===== src/rtl/fft_mag2_pkg.sv =====
`default_nettype none
// ============================================================================
// Module   : fft_mag2_pkg
// Brief    : Shared defaults, default-config types and tracker reset values.
// Revision : 1.0
// ============================================================================
package fft_mag2_pkg;

    localparam int c_def_bit_width = 16;
    localparam int c_def_n_bins    = 256;
    localparam int c_def_min_bin   = 1;
    localparam int c_def_max_bin   = 127;

    typedef logic [$clog2(c_def_n_bins)-1:0] idx_t;
    typedef logic [2*c_def_bit_width-1:0]    mag_t;

    // Tracker restarts at magnitude 0 and index min_bin, so an all-zero frame reports (min_bin, 0).
    localparam int c_trk_mag_rst = 0;

endpackage : fft_mag2_pkg
`default_nettype wire


===== src/rtl/fft_mag2_peak_if.sv =====
`default_nettype none
// ============================================================================
// Module   : fft_mag2_peak_if
// Brief    : Bin stream in, magnitude stream and per-frame peak result out.
// Revision : 1.0
// ============================================================================
interface fft_mag2_peak_if
    import fft_mag2_pkg::*;
#(
    parameter int BIT_WIDTH = c_def_bit_width,
    parameter int N_BINS    = c_def_n_bins
);
    localparam int c_idx_w = $clog2(N_BINS);

    logic                   in_valid;
    logic [2*BIT_WIDTH-1:0] in_data;
    logic                   in_last;
    logic                   mag_valid;
    logic [2*BIT_WIDTH-1:0] mag_data;
    logic [c_idx_w-1:0]     mag_idx;
    logic                   peak_valid;
    logic [c_idx_w-1:0]     peak_idx;
    logic [2*BIT_WIDTH-1:0] peak_mag;
    logic                   frame_err;

    modport master (
        output in_valid, in_data, in_last,
        input  mag_valid, mag_data, mag_idx, peak_valid, peak_idx, peak_mag, frame_err
    );

    modport slave (
        input  in_valid, in_data, in_last,
        output mag_valid, mag_data, mag_idx, peak_valid, peak_idx, peak_mag, frame_err
    );

endinterface : fft_mag2_peak_if
`default_nettype wire


===== src/rtl/fft_mag2_pipe.sv =====
`default_nettype none
// ============================================================================
// Module   : fft_mag2_pipe
// Brief    : 3-stage Re^2 + Im^2 pipeline carrying valid/index/frame sideband.
// Revision : 1.0
// ============================================================================
module fft_mag2_pipe
    import fft_mag2_pkg::*;
#(
    parameter int BIT_WIDTH = c_def_bit_width,
    parameter int IDX_W     = $clog2(c_def_n_bins)
) (
    input  wire logic                   clk,
    input  wire logic                   reset,
    input  wire logic                   i_valid,
    input  wire logic [BIT_WIDTH-1:0]   i_re,
    input  wire logic [BIT_WIDTH-1:0]   i_im,
    input  wire logic [IDX_W-1:0]       i_idx,
    input  wire logic                   i_eof,
    input  wire logic                   i_abort,
    output logic                        o_valid,
    output logic [2*BIT_WIDTH-1:0]      o_mag,
    output logic [IDX_W-1:0]            o_idx,
    output logic                        o_eof,
    output logic                        o_abort
);
    localparam int c_mag_w = 2 * BIT_WIDTH;

    logic                 r_s1_valid, r_s1_eof, r_s1_abort;
    logic [BIT_WIDTH-1:0] r_s1_re, r_s1_im;
    logic [IDX_W-1:0]     r_s1_idx;

    logic                 r_s2_valid, r_s2_eof, r_s2_abort;
    logic [c_mag_w-1:0]   r_s2_sq_re, r_s2_sq_im;
    logic [IDX_W-1:0]     r_s2_idx;

    logic                 r_s3_valid, r_s3_eof, r_s3_abort;
    logic [c_mag_w-1:0]   r_s3_mag;
    logic [IDX_W-1:0]     r_s3_idx;

    // Sign-extend to full product width so the truncated product is the exact square.
    logic signed [c_mag_w-1:0] w_re_ext, w_im_ext, w_re_sq, w_im_sq;
    assign w_re_ext = {{BIT_WIDTH{r_s1_re[BIT_WIDTH-1]}}, r_s1_re};
    assign w_im_ext = {{BIT_WIDTH{r_s1_im[BIT_WIDTH-1]}}, r_s1_im};
    assign w_re_sq  = w_re_ext * w_re_ext;
    assign w_im_sq  = w_im_ext * w_im_ext;

    always_ff @(posedge clk) begin
        if (reset) begin
            r_s1_valid <= 1'b0;
            r_s1_eof   <= 1'b0;
            r_s1_abort <= 1'b0;
            r_s1_re    <= '0;
            r_s1_im    <= '0;
            r_s1_idx   <= '0;
            r_s2_valid <= 1'b0;
            r_s2_eof   <= 1'b0;
            r_s2_abort <= 1'b0;
            r_s2_sq_re <= '0;
            r_s2_sq_im <= '0;
            r_s2_idx   <= '0;
            r_s3_valid <= 1'b0;
            r_s3_eof   <= 1'b0;
            r_s3_abort <= 1'b0;
            r_s3_mag   <= '0;
            r_s3_idx   <= '0;
        end else begin
            r_s1_valid <= i_valid;
            r_s2_valid <= r_s1_valid;
            r_s3_valid <= r_s2_valid;
            if (i_valid) begin
                r_s1_re    <= i_re;
                r_s1_im    <= i_im;
                r_s1_idx   <= i_idx;
                r_s1_eof   <= i_eof;
                r_s1_abort <= i_abort;
            end
            if (r_s1_valid) begin
                r_s2_sq_re <= w_re_sq;
                r_s2_sq_im <= w_im_sq;
                r_s2_idx   <= r_s1_idx;
                r_s2_eof   <= r_s1_eof;
                r_s2_abort <= r_s1_abort;
            end
            if (r_s2_valid) begin
                r_s3_mag   <= r_s2_sq_re + r_s2_sq_im;
                r_s3_idx   <= r_s2_idx;
                r_s3_eof   <= r_s2_eof;
                r_s3_abort <= r_s2_abort;
            end
        end
    end

    assign o_valid = r_s3_valid;
    assign o_mag   = r_s3_mag;
    assign o_idx   = r_s3_idx;
    assign o_eof   = r_s3_eof;
    assign o_abort = r_s3_abort;

endmodule : fft_mag2_pipe
`default_nettype wire


===== src/rtl/fft_mag2_peak.sv =====
`default_nettype none
// ============================================================================
// Module   : fft_mag2_peak
// Brief    : Streaming |X|^2 with windowed per-frame peak detection.
//            Optional in_last checking enabled by FFT_MAG2_FRAME_CHECK_EN.
// Revision : 1.0
// ============================================================================
module fft_mag2_peak
    import fft_mag2_pkg::*;
#(
    parameter int BIT_WIDTH = c_def_bit_width,
    parameter int N_BINS    = c_def_n_bins,
    parameter int MIN_BIN   = c_def_min_bin,
    parameter int MAX_BIN   = c_def_max_bin
) (
    input  wire logic         clk,
    input  wire logic         reset,
    fft_mag2_peak_if.slave    bus
);
    localparam int c_idx_w = $clog2(N_BINS);
    localparam int c_mag_w = 2 * BIT_WIDTH;
    localparam logic [c_idx_w-1:0] c_last_idx = c_idx_w'(N_BINS - 1);
    localparam logic [c_idx_w-1:0] c_min_idx  = c_idx_w'(MIN_BIN);
    localparam logic [c_idx_w-1:0] c_max_idx  = c_idx_w'(MAX_BIN);
    localparam logic [c_mag_w-1:0] c_mag_rst  = c_mag_w'(c_trk_mag_rst);

    logic [c_idx_w-1:0] r_cnt;
    logic               w_cnt_last, w_eof, w_abort;

    assign w_cnt_last = (r_cnt == c_last_idx);

`ifdef FFT_MAG2_FRAME_CHECK_EN
    logic w_err, r_frame_err;

    // An early in_last closes the frame as an abort; a missing one is flagged but the counter still closes it.
    assign w_eof   = w_cnt_last | bus.in_last;
    assign w_abort = bus.in_last & ~w_cnt_last;
    assign w_err   = bus.in_valid & (bus.in_last ^ w_cnt_last);

    always_ff @(posedge clk) begin
        if (reset) r_frame_err <= 1'b0;
        else       r_frame_err <= w_err;
    end

    assign bus.frame_err = r_frame_err;
`else
    logic w_unused_last;

    assign w_eof         = w_cnt_last;
    assign w_abort       = 1'b0;
    assign w_unused_last = bus.in_last;
    assign bus.frame_err = 1'b0;
`endif

    always_ff @(posedge clk) begin
        if (reset)             r_cnt <= '0;
        else if (bus.in_valid) r_cnt <= w_eof ? '0 : r_cnt + c_idx_w'(1);
    end

    logic               w_mag_valid, w_mag_eof, w_mag_abort;
    logic [c_mag_w-1:0] w_mag_data;
    logic [c_idx_w-1:0] w_mag_idx;

    fft_mag2_pipe #(
        .BIT_WIDTH (BIT_WIDTH),
        .IDX_W     (c_idx_w)
    ) u_pipe (
        .clk     (clk),
        .reset   (reset),
        .i_valid (bus.in_valid),
        .i_re    (bus.in_data[c_mag_w-1:BIT_WIDTH]),
        .i_im    (bus.in_data[BIT_WIDTH-1:0]),
        .i_idx   (r_cnt),
        .i_eof   (w_eof),
        .i_abort (w_abort),
        .o_valid (w_mag_valid),
        .o_mag   (w_mag_data),
        .o_idx   (w_mag_idx),
        .o_eof   (w_mag_eof),
        .o_abort (w_mag_abort)
    );

    assign bus.mag_valid = w_mag_valid;
    assign bus.mag_data  = w_mag_data;
    assign bus.mag_idx   = w_mag_idx;

    logic [c_idx_w-1:0] r_best_idx, r_peak_idx, w_fin_idx;
    logic [c_mag_w-1:0] r_best_mag, r_peak_mag, w_fin_mag;
    logic               r_peak_valid, w_in_win, w_upd;

    assign w_in_win  = (w_mag_idx >= c_min_idx) && (w_mag_idx <= c_max_idx);
    assign w_upd     = w_mag_valid && w_in_win && (w_mag_data > r_best_mag);
    assign w_fin_idx = w_upd ? w_mag_idx  : r_best_idx;
    assign w_fin_mag = w_upd ? w_mag_data : r_best_mag;

    always_ff @(posedge clk) begin
        if (reset) begin
            r_best_idx   <= c_min_idx;
            r_best_mag   <= c_mag_rst;
            r_peak_valid <= 1'b0;
            r_peak_idx   <= '0;
            r_peak_mag   <= '0;
        end else begin
            r_peak_valid <= 1'b0;
            if (w_mag_valid && w_mag_eof) begin
                if (!w_mag_abort) begin
                    r_peak_valid <= 1'b1;
                    r_peak_idx   <= w_fin_idx;
                    r_peak_mag   <= w_fin_mag;
                end
                r_best_idx <= c_min_idx;
                r_best_mag <= c_mag_rst;
            end else if (w_upd) begin
                r_best_idx <= w_mag_idx;
                r_best_mag <= w_mag_data;
            end
        end
    end

    assign bus.peak_valid = r_peak_valid;
    assign bus.peak_idx   = r_peak_idx;
    assign bus.peak_mag   = r_peak_mag;

endmodule : fft_mag2_peak
`default_nettype wire

===== src/flat_wrapper.sv =====
// flat-port wrapper written by rule: the top's interface ports become plain ports
module fft_mag2_peak_flat import fft_mag2_pkg::*;
#(
    parameter int BIT_WIDTH = c_def_bit_width,
    parameter int N_BINS    = c_def_n_bins,
    parameter int MIN_BIN   = c_def_min_bin,
    parameter int MAX_BIN   = c_def_max_bin
)
  (clk, reset, bus_in_valid, bus_in_data, bus_in_last, bus_mag_valid, bus_mag_data, bus_mag_idx, bus_peak_valid, bus_peak_idx, bus_peak_mag, bus_frame_err);
  fft_mag2_peak_if #(.BIT_WIDTH(BIT_WIDTH), .N_BINS(N_BINS)) bus_i ();
  input  wire logic clk;
  input  wire logic reset;
  input wire logic [$bits(bus_i.in_valid)-1:0] bus_in_valid;
  input wire logic [$bits(bus_i.in_data)-1:0] bus_in_data;
  input wire logic [$bits(bus_i.in_last)-1:0] bus_in_last;
  output wire logic [$bits(bus_i.mag_valid)-1:0] bus_mag_valid;
  output wire logic [$bits(bus_i.mag_data)-1:0] bus_mag_data;
  output wire logic [$bits(bus_i.mag_idx)-1:0] bus_mag_idx;
  output wire logic [$bits(bus_i.peak_valid)-1:0] bus_peak_valid;
  output wire logic [$bits(bus_i.peak_idx)-1:0] bus_peak_idx;
  output wire logic [$bits(bus_i.peak_mag)-1:0] bus_peak_mag;
  output wire logic [$bits(bus_i.frame_err)-1:0] bus_frame_err;
  assign bus_i.in_valid = bus_in_valid;
  assign bus_i.in_data = bus_in_data;
  assign bus_i.in_last = bus_in_last;
  assign bus_mag_valid = bus_i.mag_valid;
  assign bus_mag_data = bus_i.mag_data;
  assign bus_mag_idx = bus_i.mag_idx;
  assign bus_peak_valid = bus_i.peak_valid;
  assign bus_peak_idx = bus_i.peak_idx;
  assign bus_peak_mag = bus_i.peak_mag;
  assign bus_frame_err = bus_i.frame_err;
  fft_mag2_peak #(.BIT_WIDTH(BIT_WIDTH), .N_BINS(N_BINS), .MIN_BIN(MIN_BIN), .MAX_BIN(MAX_BIN)) u_core (.clk(clk), .reset(reset), .bus(bus_i));
endmodule

===== config.mk =====
export PLATFORM = sky130hd
export DESIGN_NAME = fft_mag2_peak_flat
export DESIGN_NICKNAME = d
export VERILOG_FILES = /design/src/rtl/fft_mag2_pkg.sv /design/src/rtl/fft_mag2_peak_if.sv /design/src/rtl/fft_mag2_pipe.sv /design/src/rtl/fft_mag2_peak.sv /design/src/flat_wrapper.sv
export SDC_FILE = /design/constraint.sdc
export NUM_CORES = 2
export LEC_CHECK = 0
export CAP_MARGIN = 20
export CORE_MARGIN = 3
export CORE_UTILIZATION = 60
export DETAILED_ROUTE_END_ITERATION = 10
export GPL_TIMING_DRIVEN = 0
export PLACE_DENSITY = 0.76
export SLEW_MARGIN = 40
export SYNTH_ARGS = -nofsm -noshare
export SYNTH_HDL_FRONTEND = slang
export SYNTH_HIERARCHICAL = 1
export SYNTH_SLANG_ARGS = --single-unit

===== constraint.sdc =====
create_clock -name clk -period 7.89 [get_ports clk]
set_input_delay 1.578 -clock clk [delete_from_list [all_inputs] [get_ports clk]]
set_output_delay 1.578 -clock clk [all_outputs]
set_load 0.05 [all_outputs]

Word level (Yosys, flattened, before mapping)
Index checks and enable logic that the tools add are counted.

Flip-flop bits (word level): 247. Input port bits: 36.

Multiply operators: 2. Bitwise operators: 1. $add $sub $neg: 2. Reductions and logical operators: 6. Eq/ne operators: 1. $lt $le $gt $ge: 3. Multiplexer cells: 3.

Operators with widths (count): $mul A16 B16 Y32 (2); $add A32 B32 Y32 (1); $gt A32 B32 Y1 (1); $mux W32 (1); $mux W8 (2); $add A8 B1 Y8 const B (1); $eq A8 B8 Y1 const B (1); $ge A8 B1 Y1 const B (1); $le A8 B7 Y1 const B (1); $logic_and A1 B1 Y1 (4); $reduce_or A2 Y1 (2); $not A1 Y1 (1).

Longest topological paths before layout
Depth in word-level cells: 5. Depth in mapped cells: 25.

By module
Netlist, hierarchy kept.

Modules (own cells, without submodules): fft_mag2_pipe (instances 1, cells each 2652, area an instance 24556.1 um2, seq. area each 3183.1 um2); fft_mag2_peak (instances 1, cells each 485, area an instance 4145.2 um2, seq. area each 1781.7 um2).

Worst setup path after synthesis
Ideal clock, no wire load.

Path kind: reg-to-reg. Start point: register u_core.u_pipe.r_s1_re[6]. End point: register u_core.u_pipe.r_s2_sq_re[30]. Clock period less this slack: 6.581 ns. Setup time: 0.122 ns. Arrival: 6.459 ns. Path slack: 1.309 ns. Stages on the path, launching flop included: 23. Cell sequence: dfxtp_1 -> clkbuf_1 -> clkbuf_1 -> nand2_1 -> fa_1 -> inv_1 -> fa_1 -> fa_1 -> fa_1 -> fa_1 -> inv_1 -> fa_1 -> inv_1 -> ha_1 -> a21o_1 -> a221o_1 -> a221o_1 -> a21o_1 -> a31oi_2 -> o21ai_1 -> a41oi_2 -> mux2_1 -> a311o_1.

Cells in the longest elaborated chain, start to end: 1.

Ends and longest elaborated chain: from (decl) (line fft_mag2_pipe.sv:30) `logic [BIT_WIDTH-1:0] r_s1_re, r_s1_im;`; from (signal assigned) (line fft_mag2_pipe.sv:72) `r_s1_re <= i_re;`; $mul A16 B16 Y32 (line fft_mag2_pipe.sv:45) `assign w_re_sq = w_re_ext * w_re_ext;`; to (signal assigned) (line fft_mag2_pipe.sv:79) `r_s2_sq_re <= w_re_sq;`; to (decl) (line fft_mag2_pipe.sv:34) `logic [c_mag_w-1:0] r_s2_sq_re, r_s2_sq_im;`.

Every way passes these cells. A chain may end at the register's enable or synchronous reset.

Final worst setup path
Start point: register u_core.u_pipe.r_s1_re[15]. End point: register u_core.u_pipe.r_s2_sq_re[30].

Same word-level chain as after synthesis.

==> impl_metrics.json <==
{
  "period_minus_slack_ps": 7530,
  "initial_core_util_pct": 61.3,
  "overflow": 0,
  "crit_arrival_ps": 7980,
  "cts_num_sinks": 248,
  "synthDistinctLibCells": 77,
  "ys_async_sr_fraction_pct": 0,
  "mostFrequentLayoutCells": "inv_1 (686), fa_1 (468), nor2_1 (279)",
  "status": "completed",
  "max_stage_delay_ps": 560,
  "rsz0062_at_grt": "false",
  "num-nets-final": 4031,
  "hpwlAfterDp_um": 60600,
  "die_y_um": 225,
  "cap_viol_max_count": 0,
  "grt_pass1_vias": 23244,
  "tritoncts": "built",
  "clock_path_buffers": 3,
  "synth_top_cell_by_area": "fa_1",
  "ys.flop_type": "dfxtp_1",
  "wirelength_um": 72500,
  "final_common_cell": "inv_1",
  "grt_pass1_wl_um": 119000,
  "synth_edf_count": 0,
  "path_class": "register to register",
  "reg2reg_slack_ps": 360,
  "fin_crit_sh_pct": 95.4,
  "fin_ws_ps": 362,
  "wl_per_cell_um": 18.5,
  "die_w_um": 225,
  "port_buffers": 115,
  "ioPinCount": 119,
  "hold_path_end": "u_core/r_best_idx[7]",
  "dr.pass1.iters": 6,
  "antenna_left": 0,
  "place_congestion": 0.974,
  "syn_avg_cell_area_um2": 9.15,
  "synth_area_mm2": 0.0287,
  "vdd_ir_drop_max_mv": 0.159,
  "cp_max_fo": 10,
  "grt_max_degree": 15,
  "maxSlewViolCount": 0,
  "synth_seq_cells": 248,
  "vias": 22214,
  "seq_area_frac_synth_pct": 17.3,
  "fin_tns_setup_ps": 0,
  "crit_required_ps": 8340,
  "hp-start": "u_core/r_best_idx[7]",
  "skew_ps": 19.3,
  "maxSlewHeadroom_pct": 38.1,
  "clk_latency_ps": 580,
  "crit_slowest_cell": "fa_1",
  "drc": 0,
  "grt_usage_pct": 29.4,
  "pre_cts_slack_ps": 308,
  "core_region_area_mm2": 0.0469,
  "cts_buffers": 29,
  "leakagePower_nw": 15.4,
  "drt_iter0_markers": 1610,
  "area_growth_pct": 10.2,
  "hold-path-cell-count": 2,
  "synthCells": 3137,
  "finalHoldViolCount": 0,
  "cp-start-kind": "register",
  "r2r_cells": 23,
  "grt_antenna_before_repair": 0,
  "powerDensity_mw_per_mm2": 145,
  "drive_gt1_share_pct": 3.45,
  "cp-end-kind": "register",
  "clock.fmax_ghz": 0.133,
  "htreeDepth": 1,
  "reg2reg_to": "u_core/u_pipe/r_s2_sq_re[30]",
  "clockRootBuffer": "clkbuf_16",
  "tightest_slew_ps": 926,
  "die_area_mm2": 0.0505,
  "yosys_warnings": 6,
  "num_rows": 79,
  "synth.area.top_cells": "fa_1 (33%), dfxtp_1 (17%), ha_1 (11%), inv_1 (9.0%), mux2i_1 (4.2%)",
  "routed_via_density": 5.68,
  "path_cells": "clkbuf_1 > inv_1 > buf_1 > nor2_1 > fa_1 > fa_1 > inv_1 > fa_1 > inv_1 > fa_1 > fa_1 > inv_1 > fa_1 > inv_1 > ha_1 > and3_1 > a221o_1 > a21o_1 > a31oi_2 > o21ai_1 > a41oi_2 > mux2_1 > a311o_1",
  "setup_viol": 0,
  "crit_top_cell": "fa_1",
  "n_antenna_cell": 0,
  "hp-class": "register to register",
  "r2r-start": "u_core/u_pipe/r_s1_re[15]",
  "synth_top_area_share_pct": 32.6,
  "postCtsHoldBufs": 0,
  "clk_pin_slew_worst_paths_ps": 60
}
## how the worst max path moves through the flow
stage,from,to,slack (ps),cells past startpoint
final,u_core/u_pipe/r_s1_re[15],u_core/u_pipe/r_s2_sq_re[30],360,23
after global routing,u_core/u_pipe/r_s1_re[15],u_core/u_pipe/r_s2_sq_re[31],70,24
after CTS,u_core/u_pipe/r_s1_re[6],u_core/u_pipe/r_s2_sq_re[30],260,22
after detailed placement,u_core/u_pipe/r_s1_re[6],u_core/u_pipe/r_s2_sq_re[30],310,22
after global placement,u_core/u_pipe/r_s1_re[6],u_core/u_pipe/r_s2_sq_re[30],340,22
after floorplan,u_core/u_pipe/r_s1_re[6],u_core/u_pipe/r_s2_sq_re[30],1310,22
## cell type report
type / count / area [um2]
buffer: 120 / 493
clock buffer: 35 / 778
clock inverter: 19 / 235
fill: 3790 / 15200
inverter: 688 / 2580
multi-input combinational: 2082 / 20700
sequential: 248 / 4960
tap: 607 / 759
timing repair buffer: 115 / 1150
## critical path, delay by kind of cell, from the launching register on
family          cells  cell delay (ps)
fa+ha+maj           7             3390
buf+inv             7             1400
simple gates        2              440
compound gates      6             1500
mux                 1              350
flops               1              310
## logic make-up after synthesis
group,after synthesis,share of synthesized area [%]
AOI/OAI and AO/OA,417,9.79
xor gates and xnor gates,118,3.60
adders and majority gates,711,43.2
buffers and inverters,808,10.7
DFF,248,17.3
muxes,120,4.19
other,1,0.0131
and+or+nand+nor,714,11.2
## metrics by stage
step	hold slack, ps	instance area [um2]	utilization, %	power (mW)	std cells
detailed placement	446	30600	65.4	3.18	3860
floorplan	415	28700	-	2.72	3138
CTS	459	31600	67.5	4.61	3914
finish	461	31600	67.5	4.59	3914
global placement	426	30600	65.3	3.12	3860
global route	488	31600	67.5	4.89	3914
## registers in the layout, summed over array words and instances, names as in the netlist, 16 cells and up
name / cells
u_core/u_pipe/r_s2_sq_im: 31
u_core/u_pipe/r_s1_re: 16
u_core/u_pipe/r_s1_im: 16
u_core/u_pipe/r_s2_sq_re: 31
u_core/bus.peak_mag: 32
u_core/r_best_mag: 32
u_core/u_pipe/o_mag: 32
## report_power, final
part           switching [mW]  internal (mW)  leakage (nW)  total (mW)
clock network           0.584          0.844         0.492        1.43
logic                    1.06          0.723          12.9        1.78
registers              0.0689           1.31          2.01        1.38
## cells in the mapped netlist (11+ instances only)
library cell	number
and2_1	72
o21ai_0	33
o21ai_1	49
xnor2_1	83
nand3_1	57
a311oi_1	40
fa_1	468
a31o_2	18
a21oi_1	123
nand2_1	204
mux2i_1	119
ha_1	243
dfxtp_1	248
nor2_1	279
o21a_1	14
a21o_1	29
o22ai_1	11
and3_1	12
nand2b_1	18
clkbuf_1	104
a211oi_1	18
nand4_1	13
xor2_1	35
inv_1	686
nor3_1	12
## per-layer routing
layer / global-route usage (%) / up-vias / share of wire [%]
met2: 51.1 / 840 / 49
met1: 39.2 / 11082 / 40
li1: - / 10165 / -
met5: 0 / - / 0
met4: 8.53 / 0 / 3.0
met3: 3.50 / 127 / 7.3
## repair_timing
| action | CTS | global route |
|---|---|---|
| resized for setup | 0 | 6 |
| endpoints found under the setup margin | 0 | 3 |
| setup buffers | 0 | 0 |
Note: power is estimated with default switching activity, not from simulation.
